File: config.mk
export PLATFORM = sky130hd
export DESIGN_NAME = sdram_rw_tester
export DESIGN_NICKNAME = d
export VERILOG_FILES = /design/src/rtl/sdram_rw_pkg.sv /design/src/rtl/sdram_rw_checker.sv /design/src/rtl/sdram_rw_tester.sv
export SDC_FILE = /design/constraint.sdc
export NUM_CORES = 1
export LEC_CHECK = 0
export ABC_AREA = 1
export CAP_MARGIN = 20
export CORE_UTILIZATION = 50
export DETAILED_ROUTE_END_ITERATION = 8
export PLACE_DENSITY = 0.77
export RECOVER_POWER = 100
export SLEW_MARGIN = 25
export SYNTH_ARGS = -nofsm -noshare
export SYNTH_HDL_FRONTEND = slang
export SYNTH_SLANG_ARGS = --single-unit
File: constraint.sdc
create_clock -name clk_clk -period 3.9 [get_ports clk_clk]
set_input_delay 0.585 -clock clk_clk [delete_from_list [all_inputs] [get_ports clk_clk]]
set_output_delay 0.585 -clock clk_clk [all_outputs]
set_load 0.03 [all_outputs]
File: src/rtl/sdram_rw_pkg.sv
// sdram_rw_pkg: shared types and helpers for the SDRAM read/write tester.
//   state_e  : tester FSM states
//   pattern(): deterministic 64-bit test word for a word index
//   DATA_W   : Avalon data width (64)
//   BE_ALL   : full byte-enable mask
package sdram_rw_pkg;

  localparam int         DATA_W = 64;
  localparam logic [7:0] BE_ALL = 8'hFF;

  typedef enum logic [2:0] {
    IDLE,
    WR,
    RD_CMD,
    RD_DATA,
    FIN
  } state_e;

  // Word i of the window carries {v, ~v} with v = seed + i (32-bit wrap),
  // so a stuck or swapped half is caught as well as a wrong address.
  function automatic logic [DATA_W-1:0] pattern(input logic [31:0] seed,
                                                input logic [31:0] idx);
    logic [31:0] v;
    v = seed + idx;
    return {v, ~v};
  endfunction

endpackage

File: src/rtl/sdram_rw_checker.sv
// sdram_rw_checker: registered compare of returned read beats.
//   clk, rst_n        : clock, async active-low reset
//   clear_i           : zero the results (new test accepted)
//   beat_valid_i      : a read beat belonging to the current test is present
//   rdata_i           : read data of that beat
//   beat_idx_i        : 0-based word index of the beat within the window
//   base_addr_i       : window base word address
//   err_count_o       : saturating count of mismatching words
//   first_err_addr_o  : word address of the first mismatch since clear
module sdram_rw_checker
  import sdram_rw_pkg::*;
#(
  parameter int          ADDR_W = 27,
  parameter logic [31:0] SEED   = 32'hA5A5_0000
) (
  input  logic              clk,
  input  logic              rst_n,
  input  logic              clear_i,
  input  logic              beat_valid_i,
  input  logic [DATA_W-1:0] rdata_i,
  input  logic [ADDR_W-1:0] beat_idx_i,
  input  logic [ADDR_W-1:0] base_addr_i,
  output logic [15:0]       err_count_o,
  output logic [ADDR_W-1:0] first_err_addr_o
);

  logic              mismatch;
  logic [15:0]       err_count_q;
  logic [ADDR_W-1:0] first_err_addr_q;

  assign mismatch = beat_valid_i && (rdata_i != pattern(SEED, 32'(beat_idx_i)));

  // NOTE: state registers use non-blocking assignments so every flop samples
  // the pre-edge value of its inputs, independent of block ordering.
  always_ff @(posedge clk or negedge rst_n) begin
    if (!rst_n) begin
      err_count_q      <= '0;
      first_err_addr_q <= '0;
    end else if (clear_i) begin
      err_count_q      <= '0;
      first_err_addr_q <= '0;
    end else if (mismatch) begin
      if (err_count_q != 16'hFFFF) err_count_q <= err_count_q + 16'd1;
      // The count saturates rather than wrapping, so zero means "no error yet".
      if (err_count_q == 16'd0) first_err_addr_q <= base_addr_i + beat_idx_i;
    end
  end

  assign err_count_o      = err_count_q;
  assign first_err_addr_o = first_err_addr_q;

endmodule

File: src/rtl/sdram_rw_tester.sv
// sdram_rw_tester: Avalon-MM burst master that writes a pattern to a window of
// HPS SDRAM, reads it back one burst at a time and counts mismatches.
//   clk_clk, reset_reset_n          : clock, async active-low reset
//   start, base_addr, num_words     : test request, sampled in IDLE
//   busy, done                      : test in progress, one-cycle end pulse
//   err_count, first_err_addr       : results, held until the next start
//   avm_*                           : Avalon-MM master port (64-bit words)
module sdram_rw_tester
  import sdram_rw_pkg::*;
#(
  parameter int          ADDR_W    = 27,
  parameter int          BURST_LEN = 8,
  parameter int          BURST_W   = 7,
  parameter logic [31:0] SEED      = 32'hA5A5_0000
) (
  input  logic              clk_clk,
  input  logic              reset_reset_n,
  input  logic              start,
  input  logic [ADDR_W-1:0] base_addr,
  input  logic [ADDR_W-1:0] num_words,
  output logic              busy,
  output logic              done,
  output logic [15:0]       err_count,
  output logic [ADDR_W-1:0] first_err_addr,
  output logic [ADDR_W-1:0] avm_address,
  output logic [BURST_W-1:0] avm_burstcount,
  output logic              avm_write,
  output logic              avm_read,
  output logic [DATA_W-1:0] avm_writedata,
  output logic [7:0]        avm_byteenable,
  input  logic [DATA_W-1:0] avm_readdata,
  input  logic              avm_readdatavalid,
  input  logic              avm_waitrequest
);

  localparam int                BL_LOG2   = $clog2(BURST_LEN);
  localparam logic [ADDR_W-1:0] BL_A      = ADDR_W'(BURST_LEN);
  localparam logic [ADDR_W-1:0] ONE_A     = ADDR_W'(1);
  localparam logic [BURST_W-1:0] LAST_BEAT = BURST_W'(BURST_LEN - 1);
  localparam logic [BURST_W-1:0] ONE_B     = BURST_W'(1);

  state_e            state_q, state_d;
  logic [ADDR_W-1:0] base_q, base_d;          // window base
  logic [ADDR_W-1:0] bursts_q, bursts_d;      // bursts in the window
  logic [ADDR_W-1:0] burst_cnt_q, burst_cnt_d; // bursts finished in this phase
  logic [BURST_W-1:0] beat_q, beat_d;         // beat within the current burst
  logic [ADDR_W-1:0] idx_q, idx_d;            // word index within the window
  logic [ADDR_W-1:0] addr_q, addr_d;          // current burst start address
  logic              done_q, done_d;
  logic              clear;
  logic              last_burst;

  assign last_burst = (burst_cnt_q == bursts_q - ONE_A);

  // NOTE: every signal written here gets a default first, so no path leaves
  // a value unassigned and no latch is inferred.
  always_comb begin
    state_d     = state_q;
    base_d      = base_q;
    bursts_d    = bursts_q;
    burst_cnt_d = burst_cnt_q;
    beat_d      = beat_q;
    idx_d       = idx_q;
    addr_d      = addr_q;
    done_d      = 1'b0;
    clear       = 1'b0;
    avm_write   = 1'b0;
    avm_read    = 1'b0;

    case (state_q)
      IDLE: begin
        if (start) begin
          clear       = 1'b1;
          base_d      = base_addr;
          addr_d      = base_addr;
          bursts_d    = num_words >> BL_LOG2;
          burst_cnt_d = '0;
          beat_d      = '0;
          idx_d       = '0;
          state_d     = ((num_words >> BL_LOG2) != '0) ? WR : FIN;
        end
      end

      WR: begin
        avm_write = 1'b1;
        if (!avm_waitrequest) begin
          idx_d = idx_q + ONE_A;
          if (beat_q == LAST_BEAT) begin
            beat_d      = '0;
            addr_d      = addr_q + BL_A;
            burst_cnt_d = burst_cnt_q + ONE_A;
            if (last_burst) begin
              state_d     = RD_CMD;
              addr_d      = base_q;
              idx_d       = '0;
              burst_cnt_d = '0;
            end
          end else begin
            beat_d = beat_q + ONE_B;
          end
        end
      end

      RD_CMD: begin
        avm_read = 1'b1;
        if (!avm_waitrequest) state_d = RD_DATA;
      end

      RD_DATA: begin
        if (avm_readdatavalid) begin
          idx_d = idx_q + ONE_A;
          if (beat_q == LAST_BEAT) begin
            beat_d      = '0;
            addr_d      = addr_q + BL_A;
            burst_cnt_d = burst_cnt_q + ONE_A;
            state_d     = last_burst ? FIN : RD_CMD;
          end else begin
            beat_d = beat_q + ONE_B;
          end
        end
      end

      FIN: begin
        // The final beat was compared on the edge that entered FIN, so the
        // results are already stable when done rises.
        done_d  = 1'b1;
        state_d = IDLE;
      end

      default: state_d = IDLE;
    endcase
  end

  always_ff @(posedge clk_clk or negedge reset_reset_n) begin
    if (!reset_reset_n) begin
      state_q     <= IDLE;
      base_q      <= '0;
      bursts_q    <= '0;
      burst_cnt_q <= '0;
      beat_q      <= '0;
      idx_q       <= '0;
      addr_q      <= '0;
      done_q      <= 1'b0;
    end else begin
      state_q     <= state_d;
      base_q      <= base_d;
      bursts_q    <= bursts_d;
      burst_cnt_q <= burst_cnt_d;
      beat_q      <= beat_d;
      idx_q       <= idx_d;
      addr_q      <= addr_d;
      done_q      <= done_d;
    end
  end

  // Strobes decode straight from the state register, so an async reset drops
  // them immediately.
  assign busy           = (state_q != IDLE);
  assign done           = done_q;
  assign avm_address    = addr_q;
  assign avm_burstcount = BURST_W'(BURST_LEN);
  assign avm_byteenable = BE_ALL;
  assign avm_writedata  = (state_q == WR) ? pattern(SEED, 32'(idx_q)) : '0;

  // Beats arriving outside RD_DATA (e.g. leftovers after a reset) are dropped.
  sdram_rw_checker #(
    .ADDR_W (ADDR_W),
    .SEED   (SEED)
  ) u_checker (
    .clk              (clk_clk),
    .rst_n            (reset_reset_n),
    .clear_i          (clear),
    .beat_valid_i     ((state_q == RD_DATA) && avm_readdatavalid),
    .rdata_i          (avm_readdata),
    .beat_idx_i       (idx_q),
    .base_addr_i      (base_q),
    .err_count_o      (err_count),
    .first_err_addr_o (first_err_addr)
  );

endmodule

==> implementation parameters, run 1 <==
Parameter                              Value

Outcome
  Run status ... complete, but fails checks
  Violations in the final reports ... max-capacitance violations, max-slew violations

Worst hold path
  Min-Delay Path Depth ... 2
  Worst hold path class ... flip-flop to flip-flop

Timing
  Final Max Slew Viols ... about 280
  Maximum clock skew at final layout ... roughly 24 ps
  Worst Max-Slew Pin Slew ... around 2000 ps
  Share of the clock period used by the worst path after layout ... 92.8%
  RSZ-0062 raised after global routing ... false
  Worst Hold Slack ... 502 ps
  Max-Slew Margin vs Limit ... -32.7%
  Peak clock frequency supported by timing ... approximately 0.28 GHz
  Final TNS setup ... 0 ps
  Fin crit period ... between 3000 and 4000 ps
  Setup violators final ... 0
  Final Hold Vio Count ... 0

Drt
  DRC violation count after routing ... 0
  Detailed-routing wirelength on met1 ... about 20 mm
  Highest routed layer ... met4
  Drt first-iter violations ... approximately 1200
  Number of optimization iterations in the first detailed-route pass ... 6
  Total number of vias ... approximately 15000
  Routed vias/inst ... approximately 5.4
  Remaining number of nets flagged by the antenna check after routing ... 0
  Avg WL per Cell ... 16.8 um
  DRT Wirelength ... approximately 46 mm
  Wire length on met3 ... 2.34 mm
  Met2 wirelength from detailed routing ... about 22 mm

Logic synthesis
  Biggest area contributors in the synthesized netlist ... sky130_fd_sc_hd__dfrtp_1 33%, sky130_fd_sc_hd__nand2_1 15%, sky130_fd_sc_hd__nand3_1 7.3%
  Commonest register cell after synthesis ... sky130_fd_sc_hd__dfrtp_1
  XOR/XNOR share of the synthesized area ... a little under a tenth
  Cell count after synthesis ... approximately 2100
  Proportion of synthesized area in mux cells ... 0%
  Share of the yosys chip area belonging to registers ... 32.6%
  Post-synthesis compound-gate area fraction ... 8.47%
  Most frequent cells after synthesis ... 561 x sky130_fd_sc_hd__nand2_1, 253 x sky130_fd_sc_hd__inv_1, 233 x sky130_fd_sc_hd__nor2_1, 209 x sky130_fd_sc_hd__nand3_1, 186 x sky130_fd_sc_hd__dfrtp_1
  Post-Synth Simple-Gate Area ... a little over a third
  Synth Area per Inst ... ~6.7 um2
  Fraction of synthesized cell area taken by the top area cell type ... 32.6%
  Number of warning messages in the yosys log ... 0
  Post-synthesis instance area ... approximately 14000 um2
  Post-synth cell types ... slightly below 50
  Count of state elements after synthesis ... between 150 and 200
  Main combinational cell family by area after synthesis ... simple AND/OR/NAND/NOR gates
  Count of flip-flops with a built-in enable after synthesis ... 0
  Count leader, synth ... sky130_fd_sc_hd__nand2_1
  Async set-reset flop share out of synthesis ... between 90% and 100%
  Adder-Cell Fraction of Synth Area ... under 10%
  Largest area contributor in the netlist ... sky130_fd_sc_hd__dfrtp_1

Clock network
  Number of buffers inserted to repair setup after CTS ... 0
  Clock-pin transition on the worst setup and hold timing paths ... roughly 70 ps
  Post-CTS Hold Fix Bufs ... 0
  CTS Sinks ... around 190
  Post-CTS sizing ... 0
  Later-pin clock latency in the skew report ... 460 ps
  Clock buffers created by TritonCTS ... 17
  CTS tree ... built
  Maximum buffer depth of the clock tree ... 2
  Deepest level of the CTS H-tree ... 4
  Cell at the root of the clock tree ... sky130_fd_sc_hd__clkbuf_16

Run
  Max-cap violation count ... 4

GRT
  Global-route wire length before repair ... 72.2 mm
  Number of global-route vias before repair ... about 14000
  GRT Util Overall ... between 30% and 40%
  Number of antenna violations at the first check in global routing ... 0
  Pin count of the biggest net entering global routing ... 109
  Final global-route overflow total ... 0

Place
  Global placer's final weighted congestion ... just under 1
  Half-perimeter wire length after placement ... approximately 35 mm
  Count of buffers from port buffering ... 253

Floorplan
  Die width ... between 150 and 200 um
  Vertical die dimension ... ~170 um
  Number of rows created at floorplan ... between 60 and 70
  Number of primary I/O pins ... approximately 280
  Floorplan core area ... about 28000 um2
  Floorplan die area ... approximately 29000 um2
  Initial cell density of the core ... about half

Power and ir drop
  Ratio of total power to cell area ... between 600 and 700 nW/um2
  Static power due to leakage ... 0.00850 uW
  Maximum ir drop on the vdd rail ... ~0.39 mV
  Total Power Consumption ... 11800 uW

Setup path
  Data required, critical path ... 4210 ps
  Number of cells traversed by the worst register-to-register path ... 13
  Max Fanout on Critical Path ... 28
  Setup Crit Path Kind ... flip-flop to flip-flop
  Category of the worst setup path capture point ... flip-flop
  Arrival time at the worst endpoint ... between 3000 and 4000 ps
  Type of origin of the critical path ... flip-flop

Finish
  Filler cells ... approximately 2600
  Count of antenna diodes in the layout ... 0
  P&R area growth vs syn ... 22.1%
  Fraction of final layout cells with drive strength greater than 1 ... approximately 3.2%
  Final net count ... 2502
[routing by layer]
metal  vias to the layer above  GRT usage, %
met2                       489          54.7
met5                         -             0
met4                         0          13.1
li1                       7241             -
met1                      6889          39.9
met3                        89          4.23
[per-stage QoR]
stage          utilization [%]  setup WS (ps)  area, um2  instances
5_1_grt                   62.5           54.3      17500       2735
2_1_floorplan                -           1450      14400       2165
4_1_cts                   62.8            411      17500       2735
6_report                  62.5            281      17500       2735
3_3_place_gp              60.7            691      17000       2703
3_5_place_dp              60.7            656      17000       2703
[path summary, 6_finish.rpt]
check,start,endpoint,slack (ps)
min in group asynchronous,reset_reset_n,burst_cnt_q[6],600
min reg2reg,u_checker.first_err_addr_o[9],u_checker.first_err_addr_o[9],500
max,state_q[0],beat_q[6],280
min,u_checker.first_err_addr_o[9],u_checker.first_err_addr_o[9],500
max in group asynchronous,reset_reset_n,u_checker.first_err_addr_o[14],800
max reg2reg,state_q[0],beat_q[6],280
[kinds of logic (layout without fill, tap and decap cells)]
logic type / Yosys count / after routing
other: 2 / 19
and+or+nand+nor: 1179 / 1179
DFF: 186 / 186
xor gates and xnor gates: 149 / 149
buffers and inverters: 368 / 560
adders and majority gates: 35 / 35
AOI/OAI and AO/OA: 229 / 229
[layout make-up]
type	instances	area, um2	share of cell area (%)
Sequential cell	186	4650	26.7
Timing Repair Buffer	267	2620	15.0
Clock buffer	20	457	2.62
Multi-Input combinational cell	1611	8170	46.8
Clock inverter	12	113	0.645
Inverter	261	980	5.61
Tap cell	378	473	2.71
[placed cells by master (no fill, tap or decap), types with 5 or more instances in the layout]
cell type / instances
sky130_fd_sc_hd__nand2_1: 565
sky130_fd_sc_hd__inv_1: 254
sky130_fd_sc_hd__nor2_1: 233
sky130_fd_sc_hd__nand3_1: 209
sky130_fd_sc_hd__dfrtp_1: 186
sky130_fd_sc_hd__o21ai_0: 144
sky130_fd_sc_hd__dlygate4sd3_1: 132
sky130_fd_sc_hd__clkdlybuf4s50_1: 120
sky130_fd_sc_hd__xor2_1: 104
sky130_fd_sc_hd__nand4_1: 65
sky130_fd_sc_hd__a21oi_1: 56
sky130_fd_sc_hd__nor3_1: 45
sky130_fd_sc_hd__xnor2_1: 44
sky130_fd_sc_hd__ha_1: 34
sky130_fd_sc_hd__nor4_1: 20
sky130_fd_sc_hd__conb_1: 19
sky130_fd_sc_hd__clkbuf_16: 17
sky130_fd_sc_hd__nor2_2: 9
sky130_fd_sc_hd__or2_0: 8
sky130_fd_sc_hd__buf_4: 7
sky130_fd_sc_hd__inv_2: 6
sky130_fd_sc_hd__nand3b_1: 6
sky130_fd_sc_hd__o21ai_1: 6
sky130_fd_sc_hd__nand3_2: 5
sky130_fd_sc_hd__o22ai_1: 5
sky130_fd_sc_hd__clkbuf_2: 5
[sequential cells by signal (all words and copies together), names as in the netlist]
name / flops
avm_address: 27
base_q: 27
beat_q: 7
burst_cnt_q: 27
bursts_q: 24
done: 1
idx_q: 27
state_q: 3
u_checker.err_count_o: 16
u_checker.first_err_addr_o: 27
[critical path, cell delays in order (launching register included)]
cell                      delay [ps]
sky130_fd_sc_hd__dfrtp_1         420
sky130_fd_sc_hd__inv_2           100
sky130_fd_sc_hd__nor2_4           60
sky130_fd_sc_hd__inv_2           160
sky130_fd_sc_hd__nor2_2          120
sky130_fd_sc_hd__inv_1           340
sky130_fd_sc_hd__nor2_1           90
sky130_fd_sc_hd__nor3_1          220
sky130_fd_sc_hd__inv_2            80
sky130_fd_sc_hd__a21oi_1         820
sky130_fd_sc_hd__inv_2           500
sky130_fd_sc_hd__nor2_1          320
sky130_fd_sc_hd__and3_1          200
sky130_fd_sc_hd__nor3_1           40
[power breakdown]
part	internal [uW]	switching, uW	total [uW]
logic	2190	4560	6750
registers	2540	801	3340
clock network	922	822	1740
total	5660	6180	11800
(Power assumes the default switching activity.)
==> run 2: changes to the inputs <==
--- a/config.mk
+++ b/config.mk
@@ -8,8 +8,9 @@
 export ABC_AREA = 1
 export CAP_MARGIN = 20
 export CORE_UTILIZATION = 50
+export CTS_BUF_LIST = sky130_fd_sc_hd__clkbuf_8
 export DETAILED_ROUTE_END_ITERATION = 8
-export PLACE_DENSITY = 0.77
+export PLACE_DENSITY = 0.88
 export RECOVER_POWER = 100
 export SLEW_MARGIN = 25
 export SYNTH_ARGS = -nofsm -noshare
==> constraint.sdc (replaced) <==
create_clock -name clk_clk -period 3.9 [get_ports clk_clk]
set_input_delay 0.585 -clock clk_clk [delete_from_list [all_inputs] [get_ports clk_clk]]
set_output_delay 0.585 -clock clk_clk [all_outputs]
set_load 0.1 [all_outputs]
==> implementation parameters, run 2 (synthesis gave the netlist of run 1 again) <==
Parameter                              Value

Finish
  Final net count ... 2501 (-0.040%)
  Most frequent standard cell in the layout excluding fill and tap cells ... sky130_fd_sc_hd__nand2_1
  Most used cells in the layout excluding fill and tap cells ... 563 x sky130_fd_sc_hd__nand2_1, 255 x sky130_fd_sc_hd__inv_1, 233 x sky130_fd_sc_hd__nor2_1
  P&R area growth vs syn ... 19.6%
  Count of antenna diodes in the layout ... 0 (unchanged)
  Fraction of final layout cells with drive strength greater than 1 ... 5.90% (+2.7 points)
  Final instance area ... 17100 um2 (-2.0%)
  Filler cells ... 2607 (-1.4%)

Place
  Placed Area ... 17000 um2 (about the same)
  Global placer's final weighted congestion ... 0.978 (+0.73%)
  Setup Slack @ Placement ... 566 ps (-90.3 ps)
  Count of buffers from port buffering ... 253 (unchanged)
  Half-perimeter wire length after placement ... 33.9 mm (-4.3%)

Timing
  Final Hold Vio Count ... 0 (unchanged)
  Maximum clock skew at final layout ... 37.5 ps (+13.5 ps)
  Peak clock frequency supported by timing ... 0.278 GHz (+0.50%)
  Max-Slew Margin vs Limit ... -32.6% (+0.11 points)
  Final TNS setup ... 0 ps (unchanged)
  Share of the clock period used by the worst path after layout ... 92.3% (-0.46 points)
  Setup violators final ... 0 (unchanged)
  Post-route worst setup slack ... 299 ps (+17.9 ps)
  Final Max Slew Viols ... 178 (-36%)
  Worst Max-Slew Pin Slew ... 1990 ps (-1.64 ps)
  RSZ-0062 raised after global routing ... false
  Fin crit period ... 3600 ps (-17.9 ps)

Run
  Max-cap violation count ... 2 (-2)

Clock network
  CTS tree ... built
  Later-pin clock latency in the skew report ... 500 ps (+40 ps)
  Clock-pin transition on the worst setup and hold timing paths ... 100 ps (+30 ps)
  CTS Sinks ... 186 (unchanged)
  Post-CTS sizing ... 0 (unchanged)
  Deepest level of the CTS H-tree ... 4 (unchanged)
  Cell at the root of the clock tree ... sky130_fd_sc_hd__clkbuf_8
  Post-CTS Hold Fix Bufs ... 0 (unchanged)
  Number of buffers inserted to repair setup after CTS ... 0 (unchanged)
  Maximum buffer depth of the clock tree ... 2 (unchanged)
  Clock buffers created by TritonCTS ... 17 (unchanged)

GRT
  Global-route wire length before repair ... 70.9 mm (-1.9%)
  Pin count of the biggest net entering global routing ... 109 (unchanged)
  Number of global-route vias before repair ... 13900 (-0.44%)
  Number of antenna violations at the first check in global routing ... 0 (unchanged)
  Final global-route overflow total ... 0 (unchanged)
  GRT Util Overall ... 30.7% (-1.0 points)

Power and ir drop
  Logic pwr share ... 67.3% (+10 points)
  Switching Share ... 63.5% (+11 points)
  Internal power component ... 5150 uW (-8.9%)
  Sequential share of power ... 23.8% (-4.4 points)
  Maximum ir drop on the vdd rail ... 0.835 mV (+110%)
  Static power due to leakage ... 0.00835 uW (-1.8%)
  Power dissipated by switching net loads ... 8970 uW (+45%)
  Part of the power in the clock network ... 8.9% (-5.8 points)
  Ratio of total power to cell area ... 826 nW/um2 (+22%)

Drt
  Met2 wirelength from detailed routing ... 20.5 mm (-7.5%)
  Routed vias/inst ... 5.50 (+2.2%)
  DRC violation count after routing ... 0 (unchanged)
  Number of optimization iterations in the first detailed-route pass ... 6 (unchanged)
  Remaining number of nets flagged by the antenna check after routing ... 0 (unchanged)
  Highest routed layer ... met4
  Detailed-routing wirelength on met1 ... 18.6 mm (-5.6%)
  Avg WL per Cell ... 16.2 um (-3.4%)
  Total number of vias ... 15000 (+2.2%)
  Wire length on met3 ... 3.63 mm (+55%)
  DRT Wirelength ... 44.3 mm (-3.5%)
  Drt first-iter violations ... 1430 (+24%)

Floorplan
  Number of primary I/O pins ... 276 (unchanged)
  Floorplan die area ... 29300 um2 (unchanged)
  Die width ... 171 um (unchanged)
  Number of rows created at floorplan ... 61 (unchanged)
  Floorplan core area ... 27900 um2 (unchanged)
  Initial cell density of the core ... 51.2% (unchanged)
  Vertical die dimension ... 171 um (unchanged)

Setup path
  Startpoint of the lowest-slack register-to-register path ... state_q[0]
  Category of the worst setup path capture point ... output port
  Arrival time at the worst endpoint ... 3020 ps (-900 ps)
  Internal reg-to-reg setup slack ... 330 ps (+50 ps)
  Data required, critical path ... 3310 ps (-900 ps)
  R2R Path End ... u_checker.first_err_addr_o[9]
  Number of cells traversed by the worst register-to-register path ... 10 (-3)
  Type of origin of the critical path ... flip-flop
  Setup Crit Path Kind ... flip-flop to output port
  Max Fanout on Critical Path ... 57 (+100%)

Outcome
  Run status ... complete, but fails checks
  Violations in the final reports ... max-capacitance violations, max-slew violations

Worst hold path
  Worst hold path class ... flip-flop to flip-flop
  Hold path endpoint ... u_checker.first_err_addr_o[19]
  Min-Delay Path Depth ... 2 (unchanged)
  Hold Path Origin ... u_checker.first_err_addr_o[19]
==> run 2: final cells by class <==
class	count	area, um2	share of cell area [%]
well taps	378	473	2.77
clock inverters	14	113	0.658
flip-flops and latches	186	4650	27.2
inverters	261	980	5.73
clock buffers	18	248	1.45
multi-input cells	1611	8180	47.8
repair buffers	266	2450	14.4
==> run 2: worst max path at each step <==
stage	startpoint	endpoint
2_1_floorplan	state_q[2]	state_q[0]
3_3_place_gp	avm_readdata[29]	u_checker.first_err_addr_o[8]
3_5_place_dp	avm_readdata[29]	u_checker.err_count_o[0]
4_1_cts	state_q[0]	avm_writedata[42]
5_1_grt	state_q[0]	avm_writedata[6]
6_report	state_q[0]	avm_writedata[54]
==> run 2: per-layer routing <==
layer,GRT usage [%],up-vias
met1,40.7,6996
met2,49.7,702
met4,12.5,0
met3,5.30,92
met5,0,-
li1,-,7238
==> run 2: power by group through the flow <==
stage                     combinational (uW)  clock [uW]  sequential [uW]
after floorplan                         5300           0             5270
after global placement                  9550           0             3370
after detailed placement                9740           0             3380
after CTS                               9770        1270             3350
after global routing                   10200        1350             3420
final                                   9510        1250             3360
==> run 2: stage by stage <==
stage	util, %	cells	hold slack (ps)	total power (uW)
detailed placement	60.7	2702	490	13100
CTS	62.0	2734	116	14400
finish	61.2	2734	505	14100
global route	61.2	2734	540	15000
global placement	60.7	2702	486	12900
floorplan	-	2165	289	10600
==> run 2: critical path, stage by stage (launching register included) <==
cell,delay (ps)
sky130_fd_sc_hd__dfrtp_1,430
sky130_fd_sc_hd__inv_1,150
sky130_fd_sc_hd__nor2_4,80
sky130_fd_sc_hd__inv_2,570
sky130_fd_sc_hd__nor2_2,90
sky130_fd_sc_hd__inv_2,100
sky130_fd_sc_hd__clkbuf_4,520
sky130_fd_sc_hd__nor2_1,130
sky130_fd_sc_hd__clkbuf_2,400
==> run 3: changes to the inputs <==
--- a/config.mk
+++ b/config.mk
@@ -10,6 +10,7 @@
 export CORE_UTILIZATION = 50
 export CTS_BUF_LIST = sky130_fd_sc_hd__clkbuf_8
 export DETAILED_ROUTE_END_ITERATION = 8
+export GPL_TIMING_DRIVEN = 0
 export PLACE_DENSITY = 0.88
 export RECOVER_POWER = 100
 export SLEW_MARGIN = 25
==> implementation parameters, run 3 (synthesis gave the netlist of run 1 again) <==
Parameter                              Value

Outcome
  Run status ... complete, but fails checks
  Violations in the final reports ... max-capacitance violations, max-slew violations

GRT
  Number of antenna violations at the first check in global routing ... 0 (unchanged)
  Final global-route overflow total ... 0 (unchanged)
  Pin count of the biggest net entering global routing ... 66 (-39%)
  Global-route wire length before repair ... 73.7 mm (+4.0%)
  GRT Util Overall ... 32.2% (+1.5 points)
  Number of global-route vias before repair ... 14600 (+5.3%)

Power and ir drop
  Ratio of total power to cell area ... 820 nW/um2 (-0.70%)
  Maximum ir drop on the vdd rail ... 0.816 mV (-2.3%)
  Static power due to leakage ... 0.00848 uW (+1.5%)
  Total Power Consumption ... 14300 uW (+1.5%)

Timing
  Worst Max-Slew Pin Slew ... 3480 ps (+1490 ps)
  Maximum clock skew at final layout ... 21.0 ps (-16.5 ps)
  RSZ-0062 raised after global routing ... false
  Peak clock frequency supported by timing ... 0.269 GHz (-3.2%)
  Setup violators final ... 0 (unchanged)
  Final Hold Vio Count ... 0 (unchanged)
  Final Max Slew Viols ... 58 (-67%)
  Fin crit period ... 3720 ps (+121 ps)
  Share of the clock period used by the worst path after layout ... 95.4% (+3.1 points)
  Max-Slew Margin vs Limit ... -132% (-100 points)

Finish
  Filler cells ... 2596 (-0.42%)
  Final instance area ... 17500 um2 (+2.2%)
  Most frequent standard cell in the layout excluding fill and tap cells ... sky130_fd_sc_hd__nand2_1
  P&R area growth vs syn ... 22.2%
  Most used cells in the layout excluding fill and tap cells ... 566 x sky130_fd_sc_hd__nand2_1, 256 x sky130_fd_sc_hd__inv_1, 234 x sky130_fd_sc_hd__nor2_1
  Count of antenna diodes in the layout ... 0 (unchanged)
  Non-filler instance count after layout ... 2830 (+3.5%)
  Final net count ... 2597 (+3.8%)
  Fraction of final layout cells with drive strength greater than 1 ... 5.34% (-0.56 points)

Drt
  Drt first-iter violations ... 1721 (+20%)
  Remaining number of nets flagged by the antenna check after routing ... 0 (unchanged)
  DRT Wirelength ... 46.6 mm (+5.1%)
  Number of optimization iterations in the first detailed-route pass ... 6 (unchanged)
  Avg WL per Cell ... 16.5 um (+1.6%)
  DRC violation count after routing ... 0 (unchanged)
  Routed vias/inst ... 5.44 (-0.95%)
  Total number of vias ... 15400 (+2.5%)

Setup path
  Startpoint of the lowest-slack register-to-register path ... state_q[0]
  Slowest Stage Delay on Critical Path ... 1260 ps (+690 ps)
  Category of the worst setup path capture point ... output port
  Arrival time at the worst endpoint ... 3140 ps (+120 ps)
  Critical Path, Cell by Cell ... nor2_4 -> inv_2 -> nor2_1 -> buf_2 -> dlygate4sd3_1
  Data required, critical path ... 3310 ps (about the same)
  Max Fanout on Critical Path ... 14 (-75%)
  Worst Setup SP ... state_q[2]
  Cell type of the slowest stage on the worst timing path ... sky130_fd_sc_hd__dlygate4sd3_1
  Number of buffer and inverter instances along the worst setup path ... 3 (-2)
  Setup Crit Path Kind ... flip-flop to output port
  Type of origin of the critical path ... flip-flop
  Delay-heaviest family, CP ... buffers and inverters

Floorplan
  Floorplan core area ... 27900 um2 (unchanged)
  Number of rows created at floorplan ... 61 (unchanged)
  Vertical die dimension ... 171 um (unchanged)
  Initial cell density of the core ... 51.2% (unchanged)
  Die width ... 171 um (unchanged)
  Number of primary I/O pins ... 276 (unchanged)
  Floorplan die area ... 29300 um2 (unchanged)

Place
  Placed Area ... 17400 um2 (+2.7%)
  Count of buffers from port buffering ... 253 (unchanged)
  Cells after DPL ... 2798 (+3.6%)
  Global placer's final weighted congestion ... 0.989 (+1.1%)
  Half-perimeter wire length after placement ... 37.4 mm (+10%)

Clock network
  Post-CTS Hold Fix Bufs ... 0 (unchanged)
  Cell at the root of the clock tree ... sky130_fd_sc_hd__clkbuf_8
  Later-pin clock latency in the skew report ... 500 ps (about the same)
  Clock buffers created by TritonCTS ... 17 (unchanged)
  Clock-pin transition on the worst setup and hold timing paths ... 100 ps (about the same)
  CTS Sinks ... 186 (unchanged)
  Deepest level of the CTS H-tree ... 4 (unchanged)
  Maximum buffer depth of the clock tree ... 2 (unchanged)
  Post-CTS sizing ... 109 (+109)
  Number of buffers inserted to repair setup after CTS ... 0 (unchanged)
  CTS tree ... built

Worst hold path
  Hold Path Origin ... u_checker.first_err_addr_o[4]
  Worst hold path class ... flip-flop to flip-flop

Run
  Max-cap violation count ... 1 (-1)
run 3: cell types whose count changed in the layout (fill, tap and decap cells not counted), moves of 7 or more:
| cell | before | now |
|---|---|---|
| sky130_fd_sc_hd__buf_12 | 10 | 0 |
| sky130_fd_sc_hd__buf_2 | 0 | 14 |
| sky130_fd_sc_hd__buf_4 | 10 | 24 |
| sky130_fd_sc_hd__clkbuf_1 | 2 | 89 |
| sky130_fd_sc_hd__clkbuf_2 | 53 | 24 |
| sky130_fd_sc_hd__clkdlybuf4s15_2 | 0 | 7 |
| sky130_fd_sc_hd__clkdlybuf4s18_2 | 0 | 7 |
| sky130_fd_sc_hd__o21ai_0 | 143 | 128 |
| sky130_fd_sc_hd__o21ai_1 | 7 | 23 |
run 3: final timing paths:
path | slack [ps] | to | cells after the start
setup reg to reg | 180 | burst_cnt_q[1] | 14
max in group asynchronous | 660 | idx_q[0] | 1
min in group asynchronous | 1250 | bursts_q[21] | 1
hold / removal | 510 | u_checker.first_err_addr_o[4] | 2
hold reg to reg | 510 | u_checker.first_err_addr_o[4] | 2
setup / recovery | 180 | avm_write | 5
run 3: stage by stage:
step                setup TNS, ps  hold slack, ps  utilization [%]  setup slack (ps)
finish                          0             507             62.6               179
global placement         -1012350             481             62.2             -5460
floorplan                       0             289                -               528
detailed placement           -102             491             62.4             -63.7
global route                    0             531             62.6              6.51
CTS                             0            21.1             63.8              4.23
run 3: layout make-up:
type / count / area (um2) / area share, %
Tap cell: 378 / 473 / 2.71
Multi-Input combinational cell: 1611 / 8120 / 46.5
Buffer: 107 / 515 / 2.95
Inverter: 261 / 980 / 5.61
Clock buffer: 18 / 248 / 1.42
Sequential cell: 186 / 4650 / 26.6
Timing Repair Buffer: 255 / 2340 / 13.4
Clock inverter: 14 / 144 / 0.823
run 3: power breakdown:
part	leakage [uW]	switching [uW]	total, uW	internal [uW]
Clock	0.000193	770	1360	587
Sequential	0.00242	752	3290	2540
Combinational	0.00586	7520	9680	2170
Total	0.00848	9040	14300	5290
run 3: per-layer routing:
layer	GRT usage (%)	vias up	routed length, um
li1	-	7436	-
met4	12.2	0	1630
met2	54.0	757	22000
met3	4.74	108	3800
met1	41.8	7107	19200
met5	0	-	0
run 3: tightest hold or removal path, delay by kind of cell (launching register included):
kind / cells / cell delay (ps)
flip-flops: 1 / 360
AND/OR/NAND/NOR: 2 / 120
